<file path="src/rtl/machine_timer_pkg.sv">
// Shared definitions for the machine timer: register map, CTRL field layout,
// bus handshake state encoding and the compare register reset value.
package machine_timer_pkg;

    localparam int ADDR_W = 5;

    localparam logic [ADDR_W-1:0] OFF_MTIME_LO = 5'h00;
    localparam logic [ADDR_W-1:0] OFF_MTIME_HI = 5'h04;
    localparam logic [ADDR_W-1:0] OFF_CMP_LO   = 5'h08;
    localparam logic [ADDR_W-1:0] OFF_CMP_HI   = 5'h0C;
    localparam logic [ADDR_W-1:0] OFF_MSIP     = 5'h10;
    localparam logic [ADDR_W-1:0] OFF_CTRL     = 5'h14;

    localparam int CTRL_EN_BIT  = 0;
    localparam int CTRL_DIV_LSB = 8;

    localparam logic [63:0] CMP_RESET_DEFAULT = 64'hFFFF_FFFF_FFFF_FFFF;

    // One-hot so a corrupted state is easy to spot on a waveform.
    typedef enum logic [1:0] {
        BUS_IDLE = 2'b01,
        BUS_RESP = 2'b10
    } bus_state_t;

endpackage

</file>
<file path="src/rtl/timer_prescaler.sv">
// Divide-by-(DIV+1) tick generator for mtime; holds its count while disabled
// and restarts from zero whenever the control register is rewritten.
module timer_prescaler #(
    parameter int DIV_W = 8
) (
    input  logic             clk,
    input  logic             rst_n,
    input  logic             en,
    input  logic             clr,
    input  logic [DIV_W-1:0] div,
    output logic             tick
);

    logic [DIV_W-1:0] cnt_reg;

    assign tick = en && (cnt_reg == div);

    always_ff @(posedge clk or negedge rst_n) begin
        if (!rst_n) begin
            cnt_reg <= '0;
        end else if (clr || tick) begin
            cnt_reg <= '0;
        end else if (en) begin
            cnt_reg <= cnt_reg + 1'b1;
        end
    end

endmodule

</file>
<file path="src/rtl/machine_timer.sv">
// CLINT-style machine timer: 64-bit mtime/mtimecmp, msip and a control register
// behind a two-cycle req/ack bus, driving the timer and software interrupt lines.
module machine_timer
    import machine_timer_pkg::*;
#(
    parameter int          DIV_W     = 8,
    parameter logic [63:0] CMP_RESET = CMP_RESET_DEFAULT
) (
    input  logic              clk_i,
    input  logic              rst_n_i,
    input  logic              req_i,
    input  logic              we_i,
    input  logic [ADDR_W-1:0] addr_i,
    input  logic [31:0]       wdata_i,
    output logic [31:0]       rdata_o,
    output logic              ack_o,
    output logic              err_o,
    output logic              timer_irq_o,
    output logic              sw_irq_o
);

    bus_state_t       state_reg, state_next;
    logic [63:0]      mtime_reg;
    logic [63:0]      mtimecmp_reg;
    logic             msip_reg;
    logic             en_reg;
    logic [DIV_W-1:0] div_reg;
    logic [31:0]      hi_shadow_reg;
    logic [31:0]      rdata_reg;
    logic             err_reg;
    logic             timer_irq_reg;
    logic             sw_irq_reg;

    logic        access, wr, rd, tick;
    logic        addr_bad;
    logic [31:0] read_data;
    logic [31:0] ctrl_value;

    assign access = (state_reg == BUS_IDLE) && req_i;
    assign wr     = access && we_i;
    assign rd     = access && !we_i;

    always_comb begin
        state_next = state_reg;
        case (state_reg)
            BUS_IDLE: if (req_i) state_next = BUS_RESP;
            BUS_RESP: state_next = BUS_IDLE;
            default:  state_next = BUS_IDLE;
        endcase
    end

    always_ff @(posedge clk_i or negedge rst_n_i) begin
        if (!rst_n_i) begin
            state_reg <= BUS_IDLE;
        end else begin
            state_reg <= state_next;
        end
    end

    timer_prescaler #(.DIV_W(DIV_W)) u_prescaler (
        .clk   (clk_i),
        .rst_n (rst_n_i),
        .en    (en_reg),
        .clr   (wr && (addr_i == OFF_CTRL)),
        .div   (div_reg),
        .tick  (tick)
    );

    always_comb begin
        ctrl_value = '0;
        ctrl_value[CTRL_EN_BIT] = en_reg;
        ctrl_value[CTRL_DIV_LSB +: DIV_W] = div_reg;
    end

    // The HI offset returns the half captured by the last LO read, so LO-then-HI is atomic.
    always_comb begin
        read_data = '0;
        addr_bad  = 1'b0;
        case (addr_i)
            OFF_MTIME_LO: read_data = mtime_reg[31:0];
            OFF_MTIME_HI: read_data = hi_shadow_reg;
            OFF_CMP_LO:   read_data = mtimecmp_reg[31:0];
            OFF_CMP_HI:   read_data = mtimecmp_reg[63:32];
            OFF_MSIP:     read_data = {31'b0, msip_reg};
            OFF_CTRL:     read_data = ctrl_value;
            default:      addr_bad  = 1'b1;
        endcase
    end

    always_ff @(posedge clk_i or negedge rst_n_i) begin
        if (!rst_n_i) begin
            rdata_reg     <= '0;
            err_reg       <= 1'b0;
            hi_shadow_reg <= '0;
        end else begin
            rdata_reg <= rd ? read_data : 32'b0;
            err_reg   <= access && addr_bad;
            if (rd && (addr_i == OFF_MTIME_LO)) begin
                hi_shadow_reg <= mtime_reg[63:32];
            end
        end
    end

    // A software write to either half swallows a coincident tick entirely.
    always_ff @(posedge clk_i or negedge rst_n_i) begin
        if (!rst_n_i) begin
            mtime_reg <= '0;
        end else if (wr && (addr_i == OFF_MTIME_LO)) begin
            mtime_reg[31:0] <= wdata_i;
        end else if (wr && (addr_i == OFF_MTIME_HI)) begin
            mtime_reg[63:32] <= wdata_i;
        end else if (tick) begin
            mtime_reg <= mtime_reg + 64'd1;
        end
    end

    always_ff @(posedge clk_i or negedge rst_n_i) begin
        if (!rst_n_i) begin
            mtimecmp_reg <= CMP_RESET;
            msip_reg     <= 1'b0;
            en_reg       <= 1'b0;
            div_reg      <= '0;
        end else if (wr) begin
            case (addr_i)
                OFF_CMP_LO: mtimecmp_reg[31:0]  <= wdata_i;
                OFF_CMP_HI: mtimecmp_reg[63:32] <= wdata_i;
                OFF_MSIP:   msip_reg            <= wdata_i[0];
                OFF_CTRL: begin
                    en_reg  <= wdata_i[CTRL_EN_BIT];
                    div_reg <= wdata_i[CTRL_DIV_LSB +: DIV_W];
                end
                default: ;
            endcase
        end
    end

    always_ff @(posedge clk_i or negedge rst_n_i) begin
        if (!rst_n_i) begin
            timer_irq_reg <= 1'b0;
            sw_irq_reg    <= 1'b0;
        end else begin
            timer_irq_reg <= (mtime_reg >= mtimecmp_reg);
            sw_irq_reg    <= msip_reg;
        end
    end

    assign ack_o       = (state_reg == BUS_RESP);
    assign rdata_o     = rdata_reg;
    assign err_o       = err_reg;
    assign timer_irq_o = timer_irq_reg;
    assign sw_irq_o    = sw_irq_reg;

endmodule

</file>
<file path="config.mk">
export PLATFORM = sky130hd
export DESIGN_NAME = machine_timer
export DESIGN_NICKNAME = d
export VERILOG_FILES = /design/src/rtl/machine_timer_pkg.sv /design/src/rtl/timer_prescaler.sv /design/src/rtl/machine_timer.sv
export SDC_FILE = /design/constraint.sdc
export NUM_CORES = 1
export LEC_CHECK = 0
export ABC_AREA = 1
export BUFFER_PORTS_ARGS = -buffer_cell sky130_fd_sc_hd__buf_4
export CAP_MARGIN = 20
export CELL_PAD_IN_SITES_DETAIL_PLACEMENT = 2
export CELL_PAD_IN_SITES_GLOBAL_PLACEMENT = 2
export CORE_UTILIZATION = 35
export CTS_CLUSTER_SIZE = 28
export DETAILED_ROUTE_END_ITERATION = 16
export GPL_TIMING_DRIVEN = 0
export PLACE_DENSITY_LB_ADDON = 0.1
export SYNTH_ARGS = -nofsm -noshare
export SYNTH_HDL_FRONTEND = slang
export SYNTH_SLANG_ARGS = --single-unit
</file>
<file path="constraint.sdc">
create_clock -name clk_i -period 2.35 [get_ports clk_i]
set_clock_uncertainty 0.2 [all_clocks]
set_input_delay 0.3525 -clock clk_i [delete_from_list [all_inputs] [get_ports clk_i]]
set_output_delay 0.3525 -clock clk_i [all_outputs]
set_load 0.02 [all_outputs]
</file>
==> flow_results.org <==
** Worst hold path
- Along the worst hold path, the cell count comes to 5.
- The tightest min-delay check is of the in -> reg type.
- The path with the worst hold slack has its endpoint at err_o.
- In this run the most critical hold path is launched from addr_i[3].

** Timing
- RSZ-0062 raised after global routing :: yes
- Post-route setup slack :: roughly 0.011 ns
- Hold timing on the final database bottoms out at a slack of 0.0522 ns.
- Setup violations, final :: 0
- The worst path in the final design needs a cycle of about 2.3 ns, including I/O delays and setup.
- Pins over their slew limit :: 0
- F_max :: between 400 and 500 MHz
- For the pin with the worst max-slew slack, the measured transition is around 1.2 ns.
- Relative slew slack :: 0.167
- Setup total negative slack on the finished layout was measured at 0 ns.
- The total count of hold-check failures in the final report was 0.
- Of the available clock period, the critical path in the final layout requires 0.995.

** Setup path
- In this run the register-to-register setup slack is around 0.011 ns.
- Slowest CP cell :: sky130_fd_sc_hd__dfrtp_2
- The critical path in this run is classified as reg -> reg.
- WP buf/inv :: 1
- Worst path arrival time :: between 2 and 3 ns
- In this run the critical register-to-register path is captured at mtime_reg[38].
- Counting stages on the worst path, the most repeated cell is sky130_fd_sc_hd__nand2_1.
- STA classifies the critical path endpoint as a register.
- The worst setup path is launched from a register.
- Series of cell instances along the critical path :: nand2_1, nor2_1, nand2_1, nor2_1, nand2_2, inv_2, nand2_1, nand2_1, nand3_1, nand2_1, nand2_1
- On the critical path the largest part of the delay comes from simple AND/OR/NAND/NOR gates.
- Along the worst path, the maximum fanout reaches 7.
- Startpoint of the lowest-slack register-to-register path :: mtime_reg[9]
- On the worst path, the slowest cell contributes a delay of around 0.45 ns.
- The worst register-to-register path has a depth of 11.
- Req. time, crit path :: roughly 2.6 ns

** Yosys
- Summed over all instances, the cell type with the most area after synthesis is sky130_fd_sc_hd__dfrtp_1.
- The synthesized design contains 215 register bits.
- Sorting the synthesized cells by area gives the leading types as sky130_fd_sc_hd__dfrtp_1 28%, sky130_fd_sc_hd__nand2_1 17%, sky130_fd_sc_hd__dfstp_2 13%, sky130_fd_sc_hd__inv_1 6.4%, sky130_fd_sc_hd__ha_1 6.2%.
- Mean cell area of the mapped netlist :: between 7 and 8 um2
- Of the synthesized area, sequential elements account for 0.410.
- Cell area after synthesis :: between 10000 and 15000 um2
- In this run, distinct cell masters in the synthesized netlist total 37.
- Cells after synthesis :: 1900
- Synthesis produced a netlist with a net count of 2007.
- Area share of the largest cell type after synthesis :: 0.282
- For this run, the number of Yosys warnings is 0.

** Clocking
- Counting every sink on the clock net gives between 200 and 250.
- TritonCTS built the clock tree.
- After clock tree synthesis, the clock-pin slew on the worst setup and hold paths is 0.07 ns.
- Max Buffers Root-to-Sink :: 3
- CTS built an H-tree with a depth of 1.
- Counting the buffers created by CTS gives 29.
- Skew-Pair Late Insertion Delay :: a little under 0.6 ns
- Clock tree synthesis selected as its root buffer the cell sky130_fd_sc_hd__clkbuf_16.

** Die
- The initial utilization of the core area, before any placement, comes to 0.354.
- Std-Cell Rows :: 71
- Chip Height :: approximately 200 um
- In this run the standard cell core region covers around 38000 um2.
- Boundary pin count :: 77
- The die is ~200 um wide.
- The die covers 38800 um2.

** Drt
- For this run, design rule violations remaining after detail routing come to 0.
- The routed layout has around 14000 vias.
- The first TritonRoute pass finished after 5 iterations.
- Average routed wire per standard cell :: 25.3 um
- Overall routed net length :: between 60000 and 70000 um
- Dividing the detail-routed via count by the number of cells gives between 5 and 6.
- Remaining antenna violation count after routing :: 0
- The first routing iteration left 670 violations.

** Placement
- Placement Cell Area :: about 15000 um2
- Weighted congestion reported at the end of routability-driven placement :: slightly below 1
- During placement, the flow inserted port buffers numbering 76.
- Placed cell count :: 2490
- Detailed-placement wirelength estimate :: 50100 um
- OpenSTA, run right after detailed placement, puts the worst setup slack at -0.548 ns.

** Global route
- Global-route wire length before repair :: slightly below 100000 um
- Antenna violations before repair :: 2
- Across every metal layer, demand over resource in global routing totals 0.341.
- Global routing finished with a remaining overflow of 0.
- Via count of the first global-routing pass :: approximately 15000
- Maximum number of pins on one net before global-route repair :: around 110

** Layout
- Antenna diode count :: 0
- Total area of multi-input combinational cells :: about 6900 um2
- Number of nets in the finished design :: around 2200
- After filler insertion, the fill cell instance count of the layout stands at 4419.
- Storage element area :: roughly 5500 um2
- P&R area growth vs syn :: 22.8%
- Layout cell share with drive strength beyond 1 :: 0.170
- Final non-filler cell total :: 2587
- Fin util :: 0.435
- After routing the design area is between 15000 and 20000 um2.

** Run status
- Result of the run :: complete, no violations

** Run
- Across the run, the number of max-cap violations was 0.

** Power and ir drop
- Of the total power, combinational logic draws 0.313.
- For this design the total switching power over the nets is approximately 5.9 mW.
- The share of total power dissipated in sequential elements is 0.366.
- Internal power of the cells :: around 9.0 mW
- Clock network fraction of design power :: 0.321
- Tot Pwr :: 14.9 mW
- The worst-case IR drop observed on VDD is approximately 0.53 mV.
- In this run the power density over the cells is between 900 and 1000 nW/um2.
- For this design the static power due to leakage is around 7.5 nW.
- Of the total power, the share spent switching nets is 0.398.
[cells by family after synthesis]
kind of cell | synth area share
adders and majority gates | 0.0620
xor gates and xnor gates | 0.0118
and+or+nand+nor | 0.319
buffers and inverters | 0.0869
DFF | 0.410
AOI/OAI and AO/OA | 0.110
[power groups by stage]
stage                     Combinational, mW  Sequential (mW)  Clock, mW
after global placement                 3.92             5.41          0
after global routing                   5.18             5.53       4.99
after CTS                              4.47             5.41       4.86
after floorplan                        2.67             5.01          0
after detailed placement               4.22             5.45          0
final                                  4.67             5.48       4.79
[cells in the final DEF, fill, tap and decap left out, types with 7 or more instances in the layout]
| cell | instances |
|---|---|
| sky130_fd_sc_hd__nand2_1 | 605 |
| sky130_fd_sc_hd__inv_1 | 224 |
| sky130_fd_sc_hd__nor2_1 | 188 |
| sky130_fd_sc_hd__o21ai_0 | 129 |
| sky130_fd_sc_hd__nand3_1 | 126 |
| sky130_fd_sc_hd__dfrtp_1 | 126 |
| sky130_fd_sc_hd__buf_4 | 90 |
| sky130_fd_sc_hd__a21oi_1 | 87 |
| sky130_fd_sc_hd__dfstp_2 | 65 |
| sky130_fd_sc_hd__ha_1 | 64 |
| sky130_fd_sc_hd__dlygate4sd3_1 | 36 |
| sky130_fd_sc_hd__clkbuf_16 | 29 |
| sky130_fd_sc_hd__o22ai_1 | 28 |
| sky130_fd_sc_hd__nand4_1 | 28 |
| sky130_fd_sc_hd__clkbuf_1 | 25 |
| sky130_fd_sc_hd__dfrtp_2 | 24 |
| sky130_fd_sc_hd__nor2_2 | 23 |
| sky130_fd_sc_hd__clkbuf_2 | 19 |
| sky130_fd_sc_hd__nand2_2 | 16 |
| sky130_fd_sc_hd__nor2_4 | 15 |
| sky130_fd_sc_hd__xor2_1 | 13 |
| sky130_fd_sc_hd__inv_2 | 10 |
| sky130_fd_sc_hd__buf_2 | 10 |
| sky130_fd_sc_hd__a31oi_1 | 10 |
| sky130_fd_sc_hd__o21ai_1 | 7 |
[cell usage after synthesis]
master / number
sky130_fd_sc_hd__nor2_2: 12
sky130_fd_sc_hd__nand3_4: 1
sky130_fd_sc_hd__nand2_2: 8
sky130_fd_sc_hd__nand2_1: 617
sky130_fd_sc_hd__a41oi_1: 3
sky130_fd_sc_hd__nor3_1: 9
sky130_fd_sc_hd__and2_1: 1
sky130_fd_sc_hd__nor2_1: 209
sky130_fd_sc_hd__a21o_1: 1
sky130_fd_sc_hd__clkbuf_1: 37
sky130_fd_sc_hd__xor2_1: 13
sky130_fd_sc_hd__nor3b_1: 1
sky130_fd_sc_hd__inv_2: 8
sky130_fd_sc_hd__dfstp_2: 65
sky130_fd_sc_hd__nand3b_1: 2
sky130_fd_sc_hd__o21ai_1: 7
sky130_fd_sc_hd__o21a_1: 4
sky130_fd_sc_hd__or2_2: 5
sky130_fd_sc_hd__buf_6: 3
sky130_fd_sc_hd__o21ai_0: 129
sky130_fd_sc_hd__buf_4: 3
sky130_fd_sc_hd__or2_1: 2
sky130_fd_sc_hd__a21oi_1: 90
sky130_fd_sc_hd__inv_1: 227
sky130_fd_sc_hd__nor2_4: 5
sky130_fd_sc_hd__nor4_1: 2
sky130_fd_sc_hd__a21oi_2: 1
sky130_fd_sc_hd__a211oi_1: 2
sky130_fd_sc_hd__a31oi_1: 11
sky130_fd_sc_hd__ha_1: 66
sky130_fd_sc_hd__dfrtp_1: 150
sky130_fd_sc_hd__o22ai_1: 28
sky130_fd_sc_hd__nand3_1: 128
sky130_fd_sc_hd__buf_2: 16
sky130_fd_sc_hd__nand4_1: 28
sky130_fd_sc_hd__nand3_2: 1
sky130_fd_sc_hd__xnor2_1: 5
[worst max path at each step]
stage,startpoint,endpoint,slack (ns),cells after the start
after global routing,mtime_reg[8],mtime_reg[38],-0.08,11
after floorplan,mtime_reg[0],mtime_reg[20],0.49,10
final,mtime_reg[9],mtime_reg[38],0.01,11
after global placement,rst_n_i,rdata_o[23],-1.00,1
after CTS,mtime_reg[31],mtime_reg[62],0.0008,11
after detailed placement,addr_i[1],mtimecmp_reg[39],-0.55,7
[repair_timing]
item / 4_1_cts / 5_1_grt
buffers inserted: 3 / 5
endpoints found under the hold margin: 210 / 0
hold buffers: 36 / 0
pin swaps: 2 / 4
resized for setup: 44 / 96
setup endpoints to repair: 131 / 96
[routing by layer]
metal	vias up	part of all wire	GRT usage
met5	-	0	0
met4	0	0.047	0.144
met3	128	0.039	0.0270
met2	317	0.48	0.588
met1	7249	0.44	0.438
li1	6383	-	-
[final cells by class]
| type | instances | area share |
|---|---|---|
| multi-input cells | 1391 | 0.425 |
| flip-flops and latches | 215 | 0.336 |
| repair buffers | 123 | 0.0653 |
| inverters | 235 | 0.0541 |
| clock buffers | 42 | 0.0504 |
| well taps | 511 | 0.0391 |
| plain buffers | 59 | 0.0197 |
| clock inverters | 11 | 0.0112 |
[tightest hold or removal path, cell delays in order]
cell                      delay (ns)
sky130_fd_sc_hd__buf_4          0.12
sky130_fd_sc_hd__inv_1          0.06
sky130_fd_sc_hd__o21ai_0        0.12
sky130_fd_sc_hd__nand2_1        0.09
sky130_fd_sc_hd__inv_1          0.05
Power figures use the tool's default switching activity.
